==> src/rtl/dechat_pkg.sv <==
// Shared definitions for the multi-channel debouncer: default widths and the
// encodings of the per-channel hold-to-repeat state machine.
package dechat_pkg;

  localparam int DEF_BW  = 19;
  localparam int DEF_RBW = 24;

  typedef enum logic [1:0] {
    REP_IDLE   = 2'd0,
    REP_DELAY  = 2'd1,
    REP_REPEAT = 2'd2
  } rep_state_t;

endpackage

==> src/rtl/dechat_ch.sv <==
// One debouncer channel: 2-flop synchroniser, debounce counter, press/release
// pulses and, with DECHAT_MULTI_REPEAT_EN defined, a hold-to-repeat FSM.
module dechat_ch
  import dechat_pkg::*;
#(
  parameter int   BW  = DEF_BW,
  parameter int   RBW = DEF_RBW,
  parameter logic RV  = 1'b1,
  parameter logic ACT = 1'b0
) (
  input  logic           clk,
  input  logic           rst_n,
  input  logic [BW-1:0]  timeout,
  input  logic [RBW-1:0] rep_delay,
  input  logic [RBW-1:0] rep_rate,
  input  logic           din,
  output logic           dout,
  output logic           press,
  output logic           release_pulse
);

  logic          s1;
  logic          s2;
  logic [BW-1:0] cnt;
  logic          commit;
  logic          press_commit;
  logic          rel_commit;
  logic          rep_fire;

  // The >= keeps a mid-count TIMEOUT reduction from letting cnt run past it.
  assign commit       = (s2 != dout) && (cnt >= timeout);
  assign press_commit = commit && (s2 == ACT);
  assign rel_commit   = commit && (s2 != ACT);

  always_ff @(posedge clk or negedge rst_n) begin
    if (!rst_n) begin
      s1            <= RV;
      s2            <= RV;
      dout          <= RV;
      cnt           <= '0;
      press         <= 1'b0;
      release_pulse <= 1'b0;
    end else begin
      s1            <= din;
      s2            <= s1;
      press         <= press_commit || rep_fire;
      release_pulse <= rel_commit;
      if (s2 == dout) begin
        cnt <= '0;
      end else if (commit) begin
        dout <= s2;
        cnt  <= '0;
      end else begin
        cnt <= cnt + BW'(1);
      end
    end
  end

`ifdef DECHAT_MULTI_REPEAT_EN
  rep_state_t     state;
  rep_state_t     state_nxt;
  logic [RBW-1:0] rcnt;
  logic [RBW-1:0] rcnt_nxt;

  always_ff @(posedge clk or negedge rst_n) begin
    if (!rst_n) begin
      state <= REP_IDLE;
      rcnt  <= '0;
    end else begin
      state <= state_nxt;
      rcnt  <= rcnt_nxt;
    end
  end

  // A release commit wins over any repeat pulse due in the same cycle.
  always_comb begin
    state_nxt = state;
    rcnt_nxt  = rcnt;
    rep_fire  = 1'b0;
    if (rel_commit) begin
      state_nxt = REP_IDLE;
      rcnt_nxt  = '0;
    end else begin
      case (state)
        REP_IDLE: begin
          if (press_commit) begin
            state_nxt = REP_DELAY;
            rcnt_nxt  = '0;
          end
        end
        REP_DELAY: begin
          if (rcnt >= rep_delay) begin
            rep_fire  = 1'b1;
            rcnt_nxt  = '0;
            state_nxt = REP_REPEAT;
          end else begin
            rcnt_nxt = rcnt + RBW'(1);
          end
        end
        REP_REPEAT: begin
          if (rcnt >= rep_rate) begin
            rep_fire = 1'b1;
            rcnt_nxt = '0;
          end else begin
            rcnt_nxt = rcnt + RBW'(1);
          end
        end
        default: begin
          state_nxt = REP_IDLE;
          rcnt_nxt  = '0;
        end
      endcase
    end
  end
`else
  logic unused_rep;

  assign unused_rep = ^{rep_delay, rep_rate};
  assign rep_fire   = 1'b0;
`endif

endmodule

==> src/rtl/dechat_multi.sv <==
// NCH-channel button debouncer with press/release pulses sharing one TIMEOUT.
// Hold-to-repeat is built only when DECHAT_MULTI_REPEAT_EN is defined.
module dechat_multi #(
  parameter int   NCH = 2,
  parameter int   BW  = dechat_pkg::DEF_BW,
  parameter logic RV  = 1'b1,
  parameter logic ACT = 1'b0,
  parameter int   RBW = dechat_pkg::DEF_RBW
) (
  input  logic           CLK,
  input  logic           RSTX,
  input  logic [BW-1:0]  TIMEOUT,
  input  logic [NCH-1:0] DIN,
  output logic [NCH-1:0] DOUT,
  output logic [NCH-1:0] PRESS,
  output logic [NCH-1:0] RELEASE,
  input  logic [RBW-1:0] REP_DELAY,
  input  logic [RBW-1:0] REP_RATE
);

  // Channels are independent; the timing controls fan out to every copy.
  for (genvar i = 0; i < NCH; i++) begin : g_ch
    dechat_ch #(
      .BW  (BW),
      .RBW (RBW),
      .RV  (RV),
      .ACT (ACT)
    ) u_ch (
      .clk           (CLK),
      .rst_n         (RSTX),
      .timeout       (TIMEOUT),
      .rep_delay     (REP_DELAY),
      .rep_rate      (REP_RATE),
      .din           (DIN[i]),
      .dout          (DOUT[i]),
      .press         (PRESS[i]),
      .release_pulse (RELEASE[i])
    );
  end

endmodule

==> config.mk <==
export PLATFORM = sky130hd
export DESIGN_NAME = dechat_multi
export DESIGN_NICKNAME = d
export VERILOG_FILES = /design/src/rtl/dechat_pkg.sv /design/src/rtl/dechat_ch.sv /design/src/rtl/dechat_multi.sv
export SDC_FILE = /design/constraint.sdc
export NUM_CORES = 1
export LEC_CHECK = 0
export BUFFER_PORTS_ARGS = -buffer_cell sky130_fd_sc_hd__buf_2
export CAP_MARGIN = 20
export CORE_MARGIN = 4
export CORE_UTILIZATION = 58
export CTS_CLUSTER_SIZE = 20
export DETAILED_ROUTE_END_ITERATION = 10
export HOLD_SLACK_MARGIN = 0.08
export PLACE_DENSITY = 0.92
export SLEW_MARGIN = 15
export SYNTH_ARGS = -nofsm -noshare
export SYNTH_HDL_FRONTEND = slang
export SYNTH_SLANG_ARGS = --single-unit
export TNS_END_PERCENT = 5
==> constraint.sdc <==
create_clock -name CLK -period 5.7 [get_ports CLK]
set_input_delay 1.14 -clock CLK [delete_from_list [all_inputs] [get_ports CLK]]
set_output_delay 1.14 -clock CLK [all_outputs]
set_load 0.1 [all_outputs]
# Word level (Yosys, flattened, before mapping)
# Index checks and enable logic that the tools add are counted.
# classes
reduce_logical,8
magnitude_cmp,2
add_sub_neg,2
eq_ne,4
n_mux,4
n_bitwise,4
# op_table
operator,n
19-bit two-way mux,4
"19-bit by 1-bit adder with 19-bit output, second input constant",2
19-bit >= comparator,2
1-bit logical AND,6
1-bit inverter,4
2-bit AND reduction,2
1-bit equality test,2
1-bit inequality test,2
# word_totals
elab_cells,36
output_inout_bits,6
register_bits,48
input_bits,71

# Longest topological paths before layout
# depth
depth_word,4
mapped_depth,8
ltp_nobuf,7

# Cells and area by module
# Synthesis repeated with hierarchy kept, for this count alone.
# unflattened
hier_cells,344
hier_area_um2,3389.5
# modules_own_cells
mod,seq_area_each_um2,cells_per_inst,instances,area_each_um2
dechat_ch (g_ch[0].u_ch),604.3,174,1,1697.9
dechat_ch (g_ch[1].u_ch),604.3,170,1,1691.6

# Least setup slack after synthesis
# No wires, ideal clock.
# synth_path
kind,input port to flip-flop
startpoint,input TIMEOUT[0]
endpoint,register g_ch[1].u_ch.dout
path_slack_ns,2.939
n_path_buf,0
arrival_time_ns,2.677
setup_time_ns,0.085
cell_stages,6
t_required_ns,5.615
path_cell_list,ha_1 > nand2b_4 > a211o_1 > a211oi_4 > o211a_1 > mux2_1
# synth_via
elab_chain_len,3
# synth_rtl
item,line,text
from (decl),dechat_multi.sv:12,"input logic [BW-1:0] TIMEOUT,"
19-bit >= comparator,dechat_ch.sv:31,assign commit = (s2 != dout) && (cnt >= timeout);
1-bit logical AND,dechat_ch.sv:31,
2-bit AND reduction (no source line),-,
to (signal assigned),dechat_ch.sv:39,dout <= RV;
to (signal assigned),dechat_ch.sv:51,dout <= s2;
to (decl),dechat_ch.sv:17,"output logic dout,"
# Every way passes these cells.
# A chain may end at the register's enable or synchronous reset.

# Worst setup path after layout
# Same ends and word-level chain as after synthesis.

==> reports/results.tsv <==
stage	metric	value	unit
critical_path	Req. time, crit path	5.93	ns
clock_network	CTS tree	built	
critical_path	Crit path arrival time	2.94	ns
grt	GRT Residual Overflow	0	
place	PortBufs	28	
routing	Vias/cell	5.467	
finish	share of layout cells above drive strength 1	16.91	%
routing	Routed WL per cell	13.67	um
pwr	Leak	1.645	nW
place	Cells after DPL	405	
clock_network	clock buffer depth	2	
critical_path	Worst R2R Start	g_ch[1].u_ch.cnt[0]$_DFF_PN0_	
synth	Synth Flop Type	dfrtp_1	
critical_path	CP endpoint	g_ch[1].u_ch.dout$_DFFE_PN1P_	
floorplan	Core ar.	0.005172	mm^2
critical_path	worst reg2reg path endpoint	g_ch[1].u_ch.dout$_DFFE_PN1P_	
flow_run	Max Cap Viol	0	
timing	Max-slew headroom	53.35	%
synth	Ys Warns	0	
synth	top cells by area, synth	dfrtp_1 (34%), ha_1 (16%), xor2_1 (6.4%)	
timing	setup violators final	0	
synth	ys async rst share	100.0	%
synth	top post-synthesis cells by count	dfrtp_1 (42), nor2_1 (41), ha_1 (40), inv_1 (25), xor2_1 (23)	
timing	worst slew pin tran	0.6964	ns
grt	Tot GR Track Use	19.02	%
synth	Post-Syn Area	0.003124	mm^2
finish	register area	0.001209	mm^2
floorplan	Row Count	26	
floorplan	Die Span X	81.40	um
finish	NumNets Final	453	
grt	first-pass GRT wire length	9.860	mm
finish	Inserted Diodes	0	
place	dpl hpwl	4.375	mm
finish	area used by multi-input combinational logic	0.001754	mm^2
clock_network	worst skew pair latency	0.30	ns
place	routability congestion estimate	0.8414	
routing	Post-Route WL	5.645	mm
synth	number of flops mapped to enable cells by yosys	0	
timing	Clock Skew	0.003493	ns
critical_path	CP Cell Sequence	buf_2 -> ha_1 -> nand2b_4 -> a211o_1 -> a211oi_4 -> o211a_1 -> mux2_1	
finish	filler-free cell count of the finished design	413	
timing	fin crit period	2.711	ns
timing	RSZ-0062 raised after global routing	false	
pwr	P per Cell Area	183.6	mW/mm^2
timing	final hold violations	0	
routing	vias	2258	
routing	DRC viols	0	
routing	met1 WL	2.581	mm
floorplan	Die ar.	0.006625	mm^2
critical_path	Setup CP Type	input pin to flip-flop	
routing	DR pass1 iterations	4	
critical_path	flop-to-flop setup slack	3.46	ns
clock_network	CTS root buffer	clkbuf_8	
grt	initial antenna violation count	0	
critical_path	slowest stage delay, CP	0.35	ns
clock_network	Reg clk slew, reported paths	0.08	ns
floorplan	Starting Density	60.40	%
synth	Syn Nets	426	
critical_path	CP Capture Type	flip-flop	
critical_path	Critical path origin	TIMEOUT[0]	
timing	Max Slew Vio Count	0	
synth	Yosys cell types	37	
finish	P&R area growth vs syn	8.090	%
synth	#FFs+latches synth	48	
clock_network	cts bufs inserted	5	
pwr	peak supply drop	0.1171	mV
routing	Detail Route Antenna Nets	0	
floorplan	Die H	81.40	um
synth	Synth top area share	33.64	%
clock_network	CTS resizes	0	
clock_network	Clock Sinks	48	
critical_path	largest fanout on the critical path	3	
grt	vias in the first global route	2251	
grt	largest net degree at the start of global routing	49	
synth	Syn Area/Cell	9.918	um^2
min_path	HP Class	flip-flop to flip-flop	
routing	metal3 WL	284	um
finish	fill cell count	402	
clock_network	Post-CTS Setup Repair Bufs	0	
synth	register area share after synthesis	38.69	%
critical_path	slowest CP cell	a211oi_4	
critical_path	CP Launch Type	input pin	
critical_path	R2R depth	7	
synth	Mapped Cells	315	
clock_network	hold buffers post-CTS	0	
timing	Final period util	47.56	%
timing	final setup TNS	0	ns
outcome	status	complete, no violations	
routing	uppermost routed layer	met4	
synth	top-count cell post-synth	dfrtp_1	
floorplan	Boundary Pins	77	
timing	Fmax	368.9	MHz
clock_network	CTS H-tree depth	2	
synth	top cell type by total area after synthesis	dfrtp_1	
routing	violation count after the first detailed-routing iteration	130	
routing	met2 wire length	2.703	mm
## cells by family after synthesis
| logic type | Yosys count | share of synthesized area (%) |
|---|---|---|
| fa+ha+maj | 40 | 16.02 |
| flops | 48 | 38.69 |
| compound gates | 33 | 9.572 |
| buf+inv | 33 | 5.166 |
| simple gates | 123 | 19.74 |
| xor+xnor | 36 | 10.09 |
| mux | 2 | 0.7208 |
## flip-flops by register name, summed over array words and instances (netlist names)
signal / count
g_ch.u_ch.dout: 2
g_ch.u_ch.s1: 2
g_ch.u_ch.press: 2
g_ch.u_ch.s2: 2
g_ch.u_ch.cnt: 38
g_ch.u_ch.release_pulse: 2
## worst min-delay path by stage
| stage | endpoint | slack, ns | depth (start not counted) | start |
|---|---|---|---|---|
| final | g_ch[1].u_ch.s2$_DFF_PN1_ | 0.36 | 0 | g_ch[1].u_ch.s1$_DFF_PN1_ |
| after global routing | g_ch[1].u_ch.s2$_DFF_PN1_ | 0.37 | 0 | g_ch[1].u_ch.s1$_DFF_PN1_ |
| after CTS | g_ch[1].u_ch.s2$_DFF_PN1_ | 0.36 | 0 | g_ch[1].u_ch.s1$_DFF_PN1_ |
| after detailed placement | g_ch[1].u_ch.s2$_DFF_PN1_ | 0.35 | 0 | g_ch[1].u_ch.s1$_DFF_PN1_ |
| after global placement | g_ch[1].u_ch.s2$_DFF_PN1_ | 0.35 | 0 | g_ch[1].u_ch.s1$_DFF_PN1_ |
| after floorplan | g_ch[0].u_ch.s2$_DFF_PN1_ | 0.35 | 0 | g_ch[0].u_ch.s1$_DFF_PN1_ |
## placed cells by master (no fill, tap or decap), drive strengths merged, types with 2 or more instances in the layout
master and instances:
xnor2 13, buf 28, dfrtp 42, o211ai 2, dfstp 6, a21boi 2, nand2 21, nor3 3
a2111oi 2, nand3 15, and2 3, a21oi 10, o21ai 5, nand2b 2, xor2 23, and4 5
a211oi 5, nor3b 4, inv 25, mux2 2, clkbuf 8, and3 3, nand4 14, o211a 2
nor2 51, ha 40
## worst max-delay path: cells and delay by family
kind / cells / cell delay [ns]
simple gates: 1 / 0.14
mux: 1 / 0.33
fa+ha+maj: 1 / 0.28
buf+inv: 1 / 0.11
compound gates: 3 / 0.94
## layout make-up
class / instances / share of cell area, %
Multi-Input combinational cell: 234 / 51.95
Sequential cell: 48 / 35.79
Timing Repair Buffer: 28 / 4.224
Inverter: 25 / 2.779
Clock buffer: 8 / 2.668
Tap cell: 70 / 2.594
## metrics by stage
step	cell area [um^2]	util (%)	total power, mW	setup WS, ns	hold slack (ns)
floorplan	3124	-	0.3966	2.939	0.3452
global placement	3284	63.50	0.4161	2.699	0.3459
detailed placement	3284	63.50	0.4196	2.663	0.3472
CTS	3374	65.24	0.6259	2.985	0.3594
global route	3377	65.29	0.6524	2.808	0.3668
finish	3377	65.29	0.6200	2.989	0.3582
## report_power, final
part / switching, mW / leakage (nW) / total (mW) / internal, mW
registers: 0.00557 / 0.645 / 0.352 / 0.346
logic: 0.0355 / 0.955 / 0.0605 / 0.0249
clock network: 0.109 / 0.0455 / 0.208 / 0.0991
## per-layer routing
layer | vias up | track usage [%]
met5 | - | 0
met2 | 43 | 31.51
met4 | 0 | 5.574
li1 | 1131 | -
met3 | 8 | 3.548
met1 | 1076 | 25.30
No activity file was read; power rests on OpenSTA's default activity.
